==> config.mk <==
export PLATFORM = sky130hd
export DESIGN_NAME = instr_fetch
export DESIGN_NICKNAME = d
export VERILOG_FILES = /design/src/rtl/instr_fetch.sv
export SDC_FILE = /design/constraint.sdc
export NUM_CORES = 1
export LEC_CHECK = 0
export ABC_AREA = 0
export CORE_MARGIN = 2
export CORE_UTILIZATION = 45
export CTS_CLUSTER_SIZE = 12
export DETAILED_ROUTE_END_ITERATION = 8
export PLACE_DENSITY = 0.83
export SLEW_MARGIN = 30
export SYNTH_ARGS = -nofsm -noshare
export SYNTH_HDL_FRONTEND = slang
export SYNTH_SLANG_ARGS = --single-unit
==> constraint.sdc <==
create_clock -name clk -period 2.5 [get_ports clk]
set_input_delay 0.5 -clock clk [delete_from_list [all_inputs] [get_ports clk]]
set_output_delay 0.5 -clock clk [all_outputs]
set_load 0.01 [all_outputs]
==> src/rtl/instr_fetch.sv <==
// instr_fetch -- instruction fetch stage feeding the instruction register.
//
// Holds the program counter. On fetch_req (sampled only when idle) it reads one
// DW-bit word from instruction memory over a mem_req/mem_ack handshake, presents
// it on ir_data with a single-cycle ir_w strobe, then advances the PC by one or
// loads a branch target. If memory does not acknowledge within TIMEOUT request
// cycles, the fetch is abandoned and the sticky fetch_err flag is set.
//
// Ports:
//   clk        in   1   clock, rising edge
//   rst        in   1   asynchronous reset, active-low
//   fetch_req  in   1   start a fetch (sampled only in IDLE)
//   pc_load    in   1   load branch target pc_new (any state)
//   pc_new     in   AW  branch target address
//   mem_req    out  1   memory read request
//   mem_addr   out  AW  memory read address, stable while mem_req=1
//   mem_rdata  in   DW  memory read data, valid with mem_ack
//   mem_ack    in   1   memory acknowledge (only looked at in REQ)
//   ir_data    out  DW  fetched instruction
//   ir_w       out  1   IR write strobe, one cycle per successful fetch
//   pc         out  AW  program counter
//   busy       out  1   high while a fetch is in flight (REQ or WRITE)
//   fetch_err  out  1   sticky timeout flag, cleared by the next accepted fetch
module instr_fetch #(
  parameter int AW      = 10,
  parameter int DW      = 16,
  parameter int TIMEOUT = 15
) (
  input  logic          clk,
  input  logic          rst,
  input  logic          fetch_req,
  input  logic          pc_load,
  input  logic [AW-1:0] pc_new,
  output logic          mem_req,
  output logic [AW-1:0] mem_addr,
  input  logic [DW-1:0] mem_rdata,
  input  logic          mem_ack,
  output logic [DW-1:0] ir_data,
  output logic          ir_w,
  output logic [AW-1:0] pc,
  output logic          busy,
  output logic          fetch_err
);

  localparam int CW = (TIMEOUT > 2) ? $clog2(TIMEOUT) : 1;
  localparam logic [CW-1:0] CNT_LAST = CW'(TIMEOUT - 1);
  localparam logic [CW-1:0] CNT_ONE  = {{(CW-1){1'b0}}, 1'b1};
  localparam logic [AW-1:0] PC_ONE   = {{(AW-1){1'b0}}, 1'b1};

  typedef enum logic [1:0] {
    S_IDLE  = 2'd0,
    S_REQ   = 2'd1,
    S_WRITE = 2'd2
  } state_e;

  state_e        state_q,     state_d;
  logic [AW-1:0] pc_q,        pc_d;
  logic [AW-1:0] mem_addr_q,  mem_addr_d;
  logic [DW-1:0] ir_data_q,   ir_data_d;
  logic [AW-1:0] pend_addr_q, pend_addr_d;
  logic          pend_vld_q,  pend_vld_d;
  logic [CW-1:0] cnt_q,       cnt_d;
  logic          fetch_err_q, fetch_err_d;
  logic          mem_req_q,   mem_req_d;
  logic          ir_w_q,      ir_w_d;
  logic          busy_q,      busy_d;
  logic [AW-1:0] addr_s;

  // Next-state and next-output computation for the fetch FSM.
  always_comb begin
    state_d     = state_q;
    pc_d        = pc_q;
    mem_addr_d  = mem_addr_q;
    ir_data_d   = ir_data_q;
    pend_addr_d = pend_addr_q;
    pend_vld_d  = pend_vld_q;
    cnt_d       = cnt_q;
    fetch_err_d = fetch_err_q;
    addr_s      = pc_load ? pc_new : pc_q;

    // A branch load while a fetch is in flight is parked until the fetch ends;
    // the latest load overwrites any earlier one.
    if (state_q != S_IDLE && pc_load) begin
      pend_addr_d = pc_new;
      pend_vld_d  = 1'b1;
    end else begin
      pend_addr_d = pend_addr_q;
    end

    case (state_q)
      S_IDLE: begin
        if (fetch_req) begin
          pc_d        = addr_s;
          mem_addr_d  = addr_s;
          cnt_d       = {CW{1'b0}};
          fetch_err_d = 1'b0;
          state_d     = S_REQ;
        end else if (pc_load) begin
          pc_d = pc_new;
        end else begin
          pc_d = pc_q;
        end
      end
      S_REQ: begin
        if (mem_ack) begin
          ir_data_d = mem_rdata;
          state_d   = S_WRITE;
        end else if (cnt_q == CNT_LAST) begin
          // Timeout: abandon the fetch; a load arriving on this very edge wins.
          pc_d        = pc_load ? pc_new : (pend_vld_q ? pend_addr_q : pc_q);
          pend_vld_d  = 1'b0;
          fetch_err_d = 1'b1;
          state_d     = S_IDLE;
        end else begin
          cnt_d = cnt_q + CNT_ONE;
        end
      end
      S_WRITE: begin
        // Increment wraps naturally at 2^AW-1.
        pc_d       = pc_load ? pc_new : (pend_vld_q ? pend_addr_q : pc_q + PC_ONE);
        pend_vld_d = 1'b0;
        state_d    = S_IDLE;
      end
      default: begin
        state_d    = S_IDLE;
        pend_vld_d = 1'b0;
      end
    endcase

    // Moore outputs registered from the next state.
    mem_req_d = (state_d == S_REQ);
    ir_w_d    = (state_d == S_WRITE);
    busy_d    = (state_d != S_IDLE);
  end

  // State and output registers with asynchronous active-low reset.
  always_ff @(posedge clk or negedge rst) begin
    if (!rst) begin
      state_q     <= S_IDLE;
      pc_q        <= {AW{1'b0}};
      mem_addr_q  <= {AW{1'b0}};
      ir_data_q   <= {DW{1'b0}};
      pend_addr_q <= {AW{1'b0}};
      pend_vld_q  <= 1'b0;
      cnt_q       <= {CW{1'b0}};
      fetch_err_q <= 1'b0;
      mem_req_q   <= 1'b0;
      ir_w_q      <= 1'b0;
      busy_q      <= 1'b0;
    end else begin
      state_q     <= state_d;
      pc_q        <= pc_d;
      mem_addr_q  <= mem_addr_d;
      ir_data_q   <= ir_data_d;
      pend_addr_q <= pend_addr_d;
      pend_vld_q  <= pend_vld_d;
      cnt_q       <= cnt_d;
      fetch_err_q <= fetch_err_d;
      mem_req_q   <= mem_req_d;
      ir_w_q      <= ir_w_d;
      busy_q      <= busy_d;
    end
  end

  assign mem_req   = mem_req_q;
  assign mem_addr  = mem_addr_q;
  assign ir_data   = ir_data_q;
  assign ir_w      = ir_w_q;
  assign pc        = pc_q;
  assign busy      = busy_q;
  assign fetch_err = fetch_err_q;

endmodule

==> results.md <==
* Status: finished clean
* First DRT Iteration DRCs at 258
* Seq. cell area at 1430 um^2
* Setup crit start: state_q[1]
* Synthesis-to-layout area growth at 35.1%
* Final WL at 7210 um
* Switching pwr at 1.96 mW
* Max-cap viol count at 0
* Post-CTS Resized at 0
* DR DRC count at 0
* R2R Path Start: state_q[1]
* Data arrival time of the critical path at 2330 ps
* RSZ-0062 raised after global routing: no
* Switching power share of the total at 0.377
* Setup TNS at 0 ps
* Die ar. at 7130 um^2
* Critical Path RT at 2730 ps
* Die W at 84.5 um
* GRT Util Overall at 0.213
* Ranking of synthesized cells by area: dfrtp_1 (49%), mux2_1 (5.8%), mux2_2 (5.0%)
* Buffers on Ports at 70
* Core area at 6310 um^2
* Gpl congestion at 0.891
* Post-Syn Nets at 315
* Final WS setup at 399 ps
* Flop pwr share at 0.340
* Initial Utilization at 0.461
* R2R cell count at 8
* Num rows at 29
* Tot Pwr at 5.20 mW
* Register bit total from synthesis at 57
* Post-DP HPWL at 5160 um
* Crit-path leading delay family: simple AND/OR/NAND/NOR gates
* Initial antenna violation count at 0
* Fin Hold WS at 139 ps
* Logic pwr share at 0.475
* IO Count at 71
* Worst slack at placement at 103 ps
* Wirelength per Cell at 16.6 um
* Post-synth EDFFs at 0
* Commonest non-fill, non-tap cell in the layout: clkdlybuf4s50_1
* Post-CTS Setup Inserts at 0
* Netlist Area Pre-Place at 2910 um^2
* Hold_buf cts at 0
* Die H at 84.5 um
* Antenna Violating Nets Remaining at 0
* Fin. Hold Viols at 0
* CTS clock-pin slew for the worst setup and hold paths at 70 ps
* Category of the most critical setup path: flip-flop to flip-flop
* Post-synth top area share at 0.490
* First-pass GRT wire length at 11900 um
* Syn avg cell area at 10.5 um^2
* Setup crit end kind: flip-flop
* Relative slew slack at 0.592
* Synth unique cells at 47
* Reg2Reg Capture Point: cnt_q[3]
* Root buffer cell: clkbuf_8
* P_leak at 1.67 nW
* CTS sink cnt at 57
* Worst-Margin Slew at 611 ps
* CTS H-tree depth at 3
* Commonest non-fill, non-tap cells in the layout: clkdlybuf4s50_1 (69), dfrtp_1 (57), nand2_1 (27)
* Clk network pwr share at 0.184
* CP Buf/Inv Count at 2
* Clock buffer depth at 2
* Largest net degree at the start of global routing at 58
* HP Class: input pin to asynchronous set/reset pin
* Register area share after synthesis at 0.490
* Layout Skew at 8.02 ps
* Levels on crit path at 8
* Detail-routed via count per cell at 5.73
* DR vias at 2486
* Internal at 3.24 mW
* Final period util at 0.841
* Power per cell area at 1320 nW/um^2
* Worst-path fanout max at 12
* N_diodes at 0
* Vias in the first global route at 2386
* Fin crit period at 2100 ps
* Yosys warns at 0
* Clk Latency, worst-skew pair at 340 ps
* Drt pass-1 iters at 4
* Startpoint Class: flip-flop
* Post-synth top flop: dfrtp_1
* FILL cells at 526
* Total gr overflow at 0
* Nets at 389
* Fmax at 476 MHz
* Area occupied by multi-input gates at 1370 um^2
* R2R Setup Slk at 400 ps
* Final setup viols at 0
* Max IR drop VDD at 0.000569 V
* Critical Path Max Stage Delay at 410 ps
* Layout cells sized above 1 at 0.134
* Crit-path cells: inv_1 -> ha_1 -> buf_4 -> mux2_1 -> and3_1 -> nand4_1 -> xor2_1 -> nor2_1
* CP endpoint: cnt_q[3]
* Slowest CP cell: dfrtp_1
* Post-synth ARST share at 1.00
* Slew Viols, Final at 0
* Mapped Cells at 278
* CTS tree: built
* Num CTS Buffers at 9
* Largest area contributor in the netlist: dfrtp_1
==> layout make-up <==
| type | instances | area share |
|---|---|---|
| flip-flops and latches | 57 | 0.362 |
| inverters | 13 | 0.0124 |
| clock inverters | 7 | 0.0238 |
| multi-input cells | 192 | 0.348 |
| clock buffers | 9 | 0.0315 |
| repair buffers | 79 | 0.197 |
| well taps | 77 | 0.0245 |
==> registers in the layout, indices dropped and copies added (netlist names) <==
| signal | cells |
|---|---|
| ir_data | 16 |
| mem_addr | 10 |
| pc | 10 |
| pend_addr_q | 10 |
| cnt_q | 4 |
| state_q | 2 |
| busy | 1 |
| fetch_err | 1 |
| ir_w | 1 |
| mem_req | 1 |
| pend_vld_q | 1 |
==> layer usage <==
metal / vias up / wire [um] / track usage
met5: - / 0 / 0
met4: 0 / 151 / 0.101
met3: 14 / 495 / 0.0580
met2: 113 / 3490 / 0.316
met1: 1204 / 3070 / 0.291
li1: 1155 / - / -
==> cells in the mapped netlist (all sizes together), types with 4 or more instances <==
cell type	number
mux2	28
buf	7
a221oi	4
o22ai	6
nand2	27
a21oi	12
a31oi	5
clkbuf	9
xor2	5
nor2	11
o211ai	4
mux2i	8
dfrtp	57
ha	6
xnor2	4
o21ai	24
inv	13
nor3	4
==> worst min-delay path by stage <==
| stage | endpoint | slack (ps) | depth (start not counted) |
|---|---|---|---|
| after floorplan | busy | 200 | 0 |
| after detailed placement | mem_addr[3] | 470 | 2 |
| final | pc[5] | 140 | 2 |
| after CTS | pend_addr_q[9] | 160 | 2 |
| after global placement | mem_addr[6] | 470 | 2 |
| after global routing | pend_addr_q[9] | 170 | 2 |
==> power groups by stage <==
| stage | clock, mW | combinational, mW | sequential [mW] |
|---|---|---|---|
| 3_5_place_dp | 0 | 2.48 | 1.77 |
| 3_3_place_gp | 0 | 2.39 | 1.74 |
| 6_report | 0.958 | 2.47 | 1.77 |
| 2_1_floorplan | 0 | 1.32 | 1.80 |
| 4_1_cts | 0.975 | 2.48 | 1.76 |
| 5_1_grt | 1.02 | 2.69 | 1.83 |
==> cells by family after synthesis <==
group	share of synthesized area
muxes	0.136
buffers and inverters	0.0399
adders and majority gates	0.0258
AOI/OAI and AO/OA	0.169
and+or+nand+nor	0.113
DFF	0.490
xor gates and xnor gates	0.0271
==> stage by stage <==
step                utilization  cells  area [um^2]
finish                    0.623    434         3940
global route              0.623    434         3940
CTS                       0.623    434         3940
detailed placement        0.589    418         3720
global placement          0.589    418         3720
floorplan                     -    278         2910
Note: power is estimated with default switching activity, not from simulation.
